==> config.mk <==
export PLATFORM = sky130hd
export DESIGN_NAME = fp_mul_rne
export DESIGN_NICKNAME = d
export VERILOG_FILES = /design/src/rtl/fp_mul_rne.sv
export SDC_FILE = /design/constraint.sdc
export NUM_CORES = 2
export LEC_CHECK = 0
export ABC_AREA = 1
export BUFFER_PORTS_ARGS = -buffer_cell sky130_fd_sc_hd__buf_2
export CAP_MARGIN = 20
export CORE_ASPECT_RATIO = 0.9
export CORE_UTILIZATION = 50
export CTS_BUF_LIST = sky130_fd_sc_hd__clkbuf_16
export DETAILED_ROUTE_END_ITERATION = 16
export PLACE_DENSITY = 0.69
export SKIP_CTS_REPAIR_TIMING = 1
export SYNTH_ARGS = -nofsm -noshare
export SYNTH_HDL_FRONTEND = slang
export SYNTH_SLANG_ARGS = --single-unit
==> constraint.sdc <==
create_clock -name clk -period 6.3 [get_ports clk]
set_clock_uncertainty 0.2 [all_clocks]
set_input_delay 0.945 -clock clk [delete_from_list [all_inputs] [get_ports clk]]
set_output_delay 0.945 -clock clk [all_outputs]
set_load 0.03 [all_outputs]
==> src/rtl/fp_mul_rne.sv <==
// Parametrised floating-point multiplier with round-to-nearest-even.
// Three-stage pipeline: unpack/classify, exponent add and significand multiply,
// then normalise/round/pack. A new start discards any operation still in flight.
// Subnormal operands are treated as zero, and results below the normal range flush to zero.
module fp_mul_rne #(
    parameter int EXP_W = 8,
    parameter int MAN_W = 23,
    localparam int DATA_W = 1 + EXP_W + MAN_W
) (
    input  logic              clk,
    input  logic              rst,
    input  logic              start,
    output logic              done,
    input  logic [DATA_W-1:0] op_a,
    input  logic [DATA_W-1:0] op_b,
    output logic              overflow,
    output logic              underflow,
    output logic              exception,
    output logic [DATA_W-1:0] res
);

    localparam int PROD_W = 2 * (MAN_W + 1);
    localparam int SUM_W  = EXP_W + 2;

    localparam logic signed [SUM_W-1:0] BIAS_S    = SUM_W'((1 << (EXP_W - 1)) - 1);
    localparam logic signed [SUM_W-1:0] EXP_MAX_S = SUM_W'((1 << EXP_W) - 1);
    localparam logic [DATA_W-1:0] QNAN =
        {1'b0, {EXP_W{1'b1}}, 1'b1, {(MAN_W - 1){1'b0}}};

    // Operand class; reused as the combined special-case code in stage 2.
    typedef enum logic [1:0] {
        CLS_NORM = 2'd0,
        CLS_ZERO = 2'd1,
        CLS_INF  = 2'd2,
        CLS_NAN  = 2'd3
    } cls_t;

    function automatic cls_t classify(input logic [EXP_W-1:0] e, input logic [MAN_W-1:0] f);
        if (e == '0)
            return CLS_ZERO;
        else if (e == '1)
            return (f == '0) ? CLS_INF : CLS_NAN;
        else
            return CLS_NORM;
    endfunction

    // Stage 1 registers
    logic              s1_valid;
    logic              s1_sign_a, s1_sign_b;
    logic [EXP_W-1:0]  s1_exp_a, s1_exp_b;
    logic [MAN_W-1:0]  s1_frac_a, s1_frac_b;
    cls_t              s1_cls_a, s1_cls_b;

    // Stage 2 registers
    logic                    s2_valid;
    logic                    s2_sign;
    logic signed [SUM_W-1:0] s2_exp_sum;
    logic [PROD_W-1:0]       s2_prod;
    cls_t                    s2_code;

    // Stage 3 combinational results
    logic [PROD_W-2:0]       norm;
    logic signed [SUM_W-1:0] exp_n;
    logic signed [SUM_W-1:0] exp_r;
    logic [MAN_W-1:0]        frac_t;
    logic [MAN_W:0]          frac_r;
    logic                    guard;
    logic                    sticky;
    logic                    round_up;
    logic [DATA_W-1:0]       nxt_res;
    logic                    nxt_ov;
    logic                    nxt_un;
    logic                    nxt_ex;

    // Pipeline occupancy: a start always restarts from stage 1 and squashes older ops.
    always_ff @(posedge clk) begin
        if (rst) begin
            s1_valid <= 1'b0;
            s2_valid <= 1'b0;
        end else begin
            s1_valid <= start;
            s2_valid <= s1_valid & ~start;
        end
    end

    // Stage 1: capture operand fields and classify each operand.
    always_ff @(posedge clk) begin
        if (start) begin
            s1_sign_a <= op_a[DATA_W-1];
            s1_sign_b <= op_b[DATA_W-1];
            s1_exp_a  <= op_a[DATA_W-2 -: EXP_W];
            s1_exp_b  <= op_b[DATA_W-2 -: EXP_W];
            s1_frac_a <= op_a[MAN_W-1:0];
            s1_frac_b <= op_b[MAN_W-1:0];
            s1_cls_a  <= classify(op_a[DATA_W-2 -: EXP_W], op_a[MAN_W-1:0]);
            s1_cls_b  <= classify(op_b[DATA_W-2 -: EXP_W], op_b[MAN_W-1:0]);
        end
    end

    // Stage 2: sign, biased exponent sum, full-width significand product, special code.
    always_ff @(posedge clk) begin
        s2_sign    <= s1_sign_a ^ s1_sign_b;
        s2_exp_sum <= $signed({2'b00, s1_exp_a}) + $signed({2'b00, s1_exp_b}) - BIAS_S;
        s2_prod    <= PROD_W'({1'b1, s1_frac_a}) * PROD_W'({1'b1, s1_frac_b});
        if (s1_cls_a == CLS_NAN || s1_cls_b == CLS_NAN ||
            (s1_cls_a == CLS_INF && s1_cls_b == CLS_ZERO) ||
            (s1_cls_b == CLS_INF && s1_cls_a == CLS_ZERO))
            s2_code <= CLS_NAN;
        else if (s1_cls_a == CLS_INF || s1_cls_b == CLS_INF)
            s2_code <= CLS_INF;
        else if (s1_cls_a == CLS_ZERO || s1_cls_b == CLS_ZERO)
            s2_code <= CLS_ZERO;
        else
            s2_code <= CLS_NORM;
    end

    // Stage 3: normalise by at most one place, round to nearest even, range-check and pack.
    always_comb begin
        norm     = s2_prod[PROD_W-1] ? s2_prod[PROD_W-2:0] : {s2_prod[PROD_W-3:0], 1'b0};
        exp_n    = s2_exp_sum + $signed({{(SUM_W - 1){1'b0}}, s2_prod[PROD_W-1]});
        frac_t   = norm[PROD_W-2 -: MAN_W];
        guard    = norm[PROD_W-2-MAN_W];
        sticky   = |norm[PROD_W-3-MAN_W:0];
        round_up = guard & (sticky | frac_t[0]);
        frac_r   = {1'b0, frac_t} + {{MAN_W{1'b0}}, round_up};
        exp_r    = exp_n + $signed({{(SUM_W - 1){1'b0}}, frac_r[MAN_W]});

        nxt_res = '0;
        nxt_ov  = 1'b0;
        nxt_un  = 1'b0;
        nxt_ex  = 1'b0;
        case (s2_code)
            CLS_NAN: begin
                nxt_res = QNAN;
                nxt_ex  = 1'b1;
            end
            CLS_INF:  nxt_res = {s2_sign, {EXP_W{1'b1}}, {MAN_W{1'b0}}};
            CLS_ZERO: nxt_res = {s2_sign, {(EXP_W + MAN_W){1'b0}}};
            default: begin
                if (exp_r >= EXP_MAX_S) begin
                    nxt_res = {s2_sign, {EXP_W{1'b1}}, {MAN_W{1'b0}}};
                    nxt_ov  = 1'b1;
                end else if (exp_r[SUM_W-1] || exp_r == '0) begin
                    nxt_res = {s2_sign, {(EXP_W + MAN_W){1'b0}}};
                    nxt_un  = 1'b1;
                end else begin
                    nxt_res = {s2_sign, exp_r[EXP_W-1:0], frac_r[MAN_W-1:0]};
                end
            end
        endcase
    end

    // Output register: done drops on start and rises with the result of the surviving op.
    always_ff @(posedge clk) begin
        if (rst) begin
            done      <= 1'b1;
            res       <= '0;
            overflow  <= 1'b0;
            underflow <= 1'b0;
            exception <= 1'b0;
        end else if (start) begin
            done <= 1'b0;
        end else if (s2_valid) begin
            done      <= 1'b1;
            res       <= nxt_res;
            overflow  <= nxt_ov;
            underflow <= nxt_un;
            exception <= nxt_ex;
        end
    end

endmodule

==> results.toml <==
[run_status]
status = "finished, violations left"
violations = "setup timing"

[clock_tree]
insertion_delay_ns = 0.47
numCtsBuffers = 17
clock-sinks = 167
htree_num_levels = 4
cts.path.max_buffers = 2
clk_pin_slew_ns = 0.08
cts-root-buf = "clkbuf_16"
cts_tree = "built"

[global_routing]
track_usage = 0.2659
grt_pass1_wl_um = 111000
grt_max_degree = 51
antenna_found_initial = 0
grt.overflow.total = 0
grt_pass1_vias = 21240

[layout]
final_common_cell = "inv_1"
drive_gt1_frac = 0.1562
most-common-layout-cells = "958 x inv_1, 798 x nand2_1, 467 x fa_1"
area_growth_syn_to_layout_pct = 17.31
diodes = 0
nets = 4282
fillers = 4665

[route]
antenna_left = 0
vias_per_cell = 4.986
drt_wl_total_um = 69110
drc = 0
num_vias = 21150
routedWlPerCell_um = 16.29
drt_iter0_drc = 1516
drtPass1Iterations = 6

[sta]
period_needed_ns = 6.366
slew_violations = 0
max_freq_mhz = 157.1
relSlewSlack = 0.3626
rsz0062_at_grt = "yes"
setup_violations = 7
hold_viol = 0
worst_slew_pin_slew_ns = 0.9525
setup_ws_ns = -0.06606
min_period_over_period = 1.010
holdWs_ns = 0.2203

[yosys]
synth-xor-area-share = 0.02029
synth_edf_count = 68
synth_top_family_by_area = "adder cells"
yosysWarnings = 0
synthAdderAreaFrac = 0.4584
synth.mux.area_fraction = 0
synth-async-reset-ratio = 0
syn_area_um2 = 26330
synth_seq_area_share = 0.1529
synthSimpleGateAreaFrac = 0.1698
synthFlopType = "dfxtp_1"
synth.distinct_cells = 47
netlist_instances = 3301
postSynthAreaPerCell_um2 = 7.975
synth_compound_gate_area_share = 0.04349
ys_seq_elements = 167
synth_nets = 4042

[job]
max_cap_viol_count = 0

[die]
dieArea_um2 = 53570
core_region_area_um2 = 51790
die_width_um = 243.9
io_pins = 103
die_y_um = 219.7
rows = 79
initial_core_util = 0.5083

[worst_setup_path]
endpoint_kind = "flop"
worstPathArrival_ns = 6.57
criticalPathCategory = "reg -> reg"
start_kind = "flop"
worstPathRequired_ns = 6.50
worstPathMaxFanout = 10

[placed_design]
dp_hpwl_um = 58810
gp_congestion = 0.9608
port-buffer-count = 102

[min_path]
hp-class = "reg -> reg"
==> stage by stage <==
stage	instances	setup TNS (ns)	worst slack, ns	utilization	cell area (µm²)
2_1_floorplan	3301	0	0.1756	-	26330
3_3_place_gp	4192	-1.845	-0.1856	0.5646	29250
3_5_place_dp	4192	-2.070	-0.2041	0.5646	29250
4_1_cts	4224	-4.058	-0.3061	0.5762	29840
5_1_grt	4242	-4.318	-0.2612	0.5963	30880
6_report	4242	-0.2430	-0.06606	0.5963	30880
==> flip-flops by register name, indices dropped and copies added, names as in the netlist <==
name,flops
s2_sign,1
s1_sign_b,1
s1_valid,1
s2_exp_sum,10
done,1
overflow,1
s2_code,2
exception,1
underflow,1
s1_exp_b,8
s2_valid,1
res,32
s1_frac_b,23
s2_prod,48
s1_exp_a,8
s1_cls_b,2
s1_frac_a,23
s1_sign_a,1
s1_cls_a,2
==> cell usage after synthesis, drive strengths merged, types with 46 or more instances <==
master	instances	area, µm²
a21oi	78	390.4
clkbuf	96	360.4
dfxtp	99	1982
edfxtp	68	2042
fa	484	9689
ha	190	2377
inv	975	3660
nand2	825	3099
nand3	70	355.3
nor2	159	624.3
o21ai	89	464.2
xor2	46	402.9
==> critical path, cell delays in order, from the launching register on <==
cell	delay (ns)
edfxtp_1	0.38
buf_6	0.16
buf_4	0.15
nand2_1	0.06
inv_1	0.05
fa_1	0.48
fa_1	0.58
inv_1	0.08
fa_1	0.51
fa_1	0.52
inv_1	0.05
fa_1	0.51
fa_1	0.58
inv_1	0.07
fa_1	0.48
inv_1	0.07
ha_4	0.32
nand2_1	0.12
nor2_1	0.15
inv_2	0.09
nor2_1	0.15
nand2_1	0.14
nand2_2	0.10
nand2_1	0.05
nand3_1	0.10
xor2_1	0.14
==> path summary, 6_finish.rpt <==
path / start / end / slack, ns / cells past startpoint
worst min register to register: s1_valid$_SDFF_PP0_ / s2_valid$_SDFF_PP0_ / 0.22 / 2
worst max register to register: s1_frac_a[20]$_DFFE_PP_ / s2_prod[44]$_DFF_P_ / -0.07 / 25
worst max-delay path: s1_frac_a[20]$_DFFE_PP_ / s2_prod[44]$_DFF_P_ / -0.07 / 25
worst min-delay path: s1_valid$_SDFF_PP0_ / s2_valid$_SDFF_PP0_ / 0.22 / 2
==> layer usage <==
| metal | up-vias | wire length, µm | global-route usage |
|---|---|---|---|
| met5 | - | 0 | 0 |
| met4 | 0 | 1420 | 0.06250 |
| met3 | 84 | 5227 | 0.04336 |
| met2 | 639 | 31580 | 0.4231 |
| met1 | 10430 | 30880 | 0.3807 |
| li1 | 10000 | - | - |
==> logic make-up after synthesis <==
family,count (synthesis)
flops,167
xor+xnor,61
fa+ha+maj,674
simple gates,1114
buf+inv,1080
compound gates,205
==> layout make-up <==
class,instances,area [µm²],area share
clock buffers,17,425.4,0.01377
clock inverters,15,172.7,0.005591
inverters,975,3662,0.1186
multi-input cells,2054,19050,0.6167
flip-flops and latches,167,4025,0.1303
well taps,688,860.8,0.02787
repair buffers,326,2691,0.08714
Power is left out: the tool's default activity adds up to more than one toggle a clock period on the data nets, which glitch-free logic cannot reach.
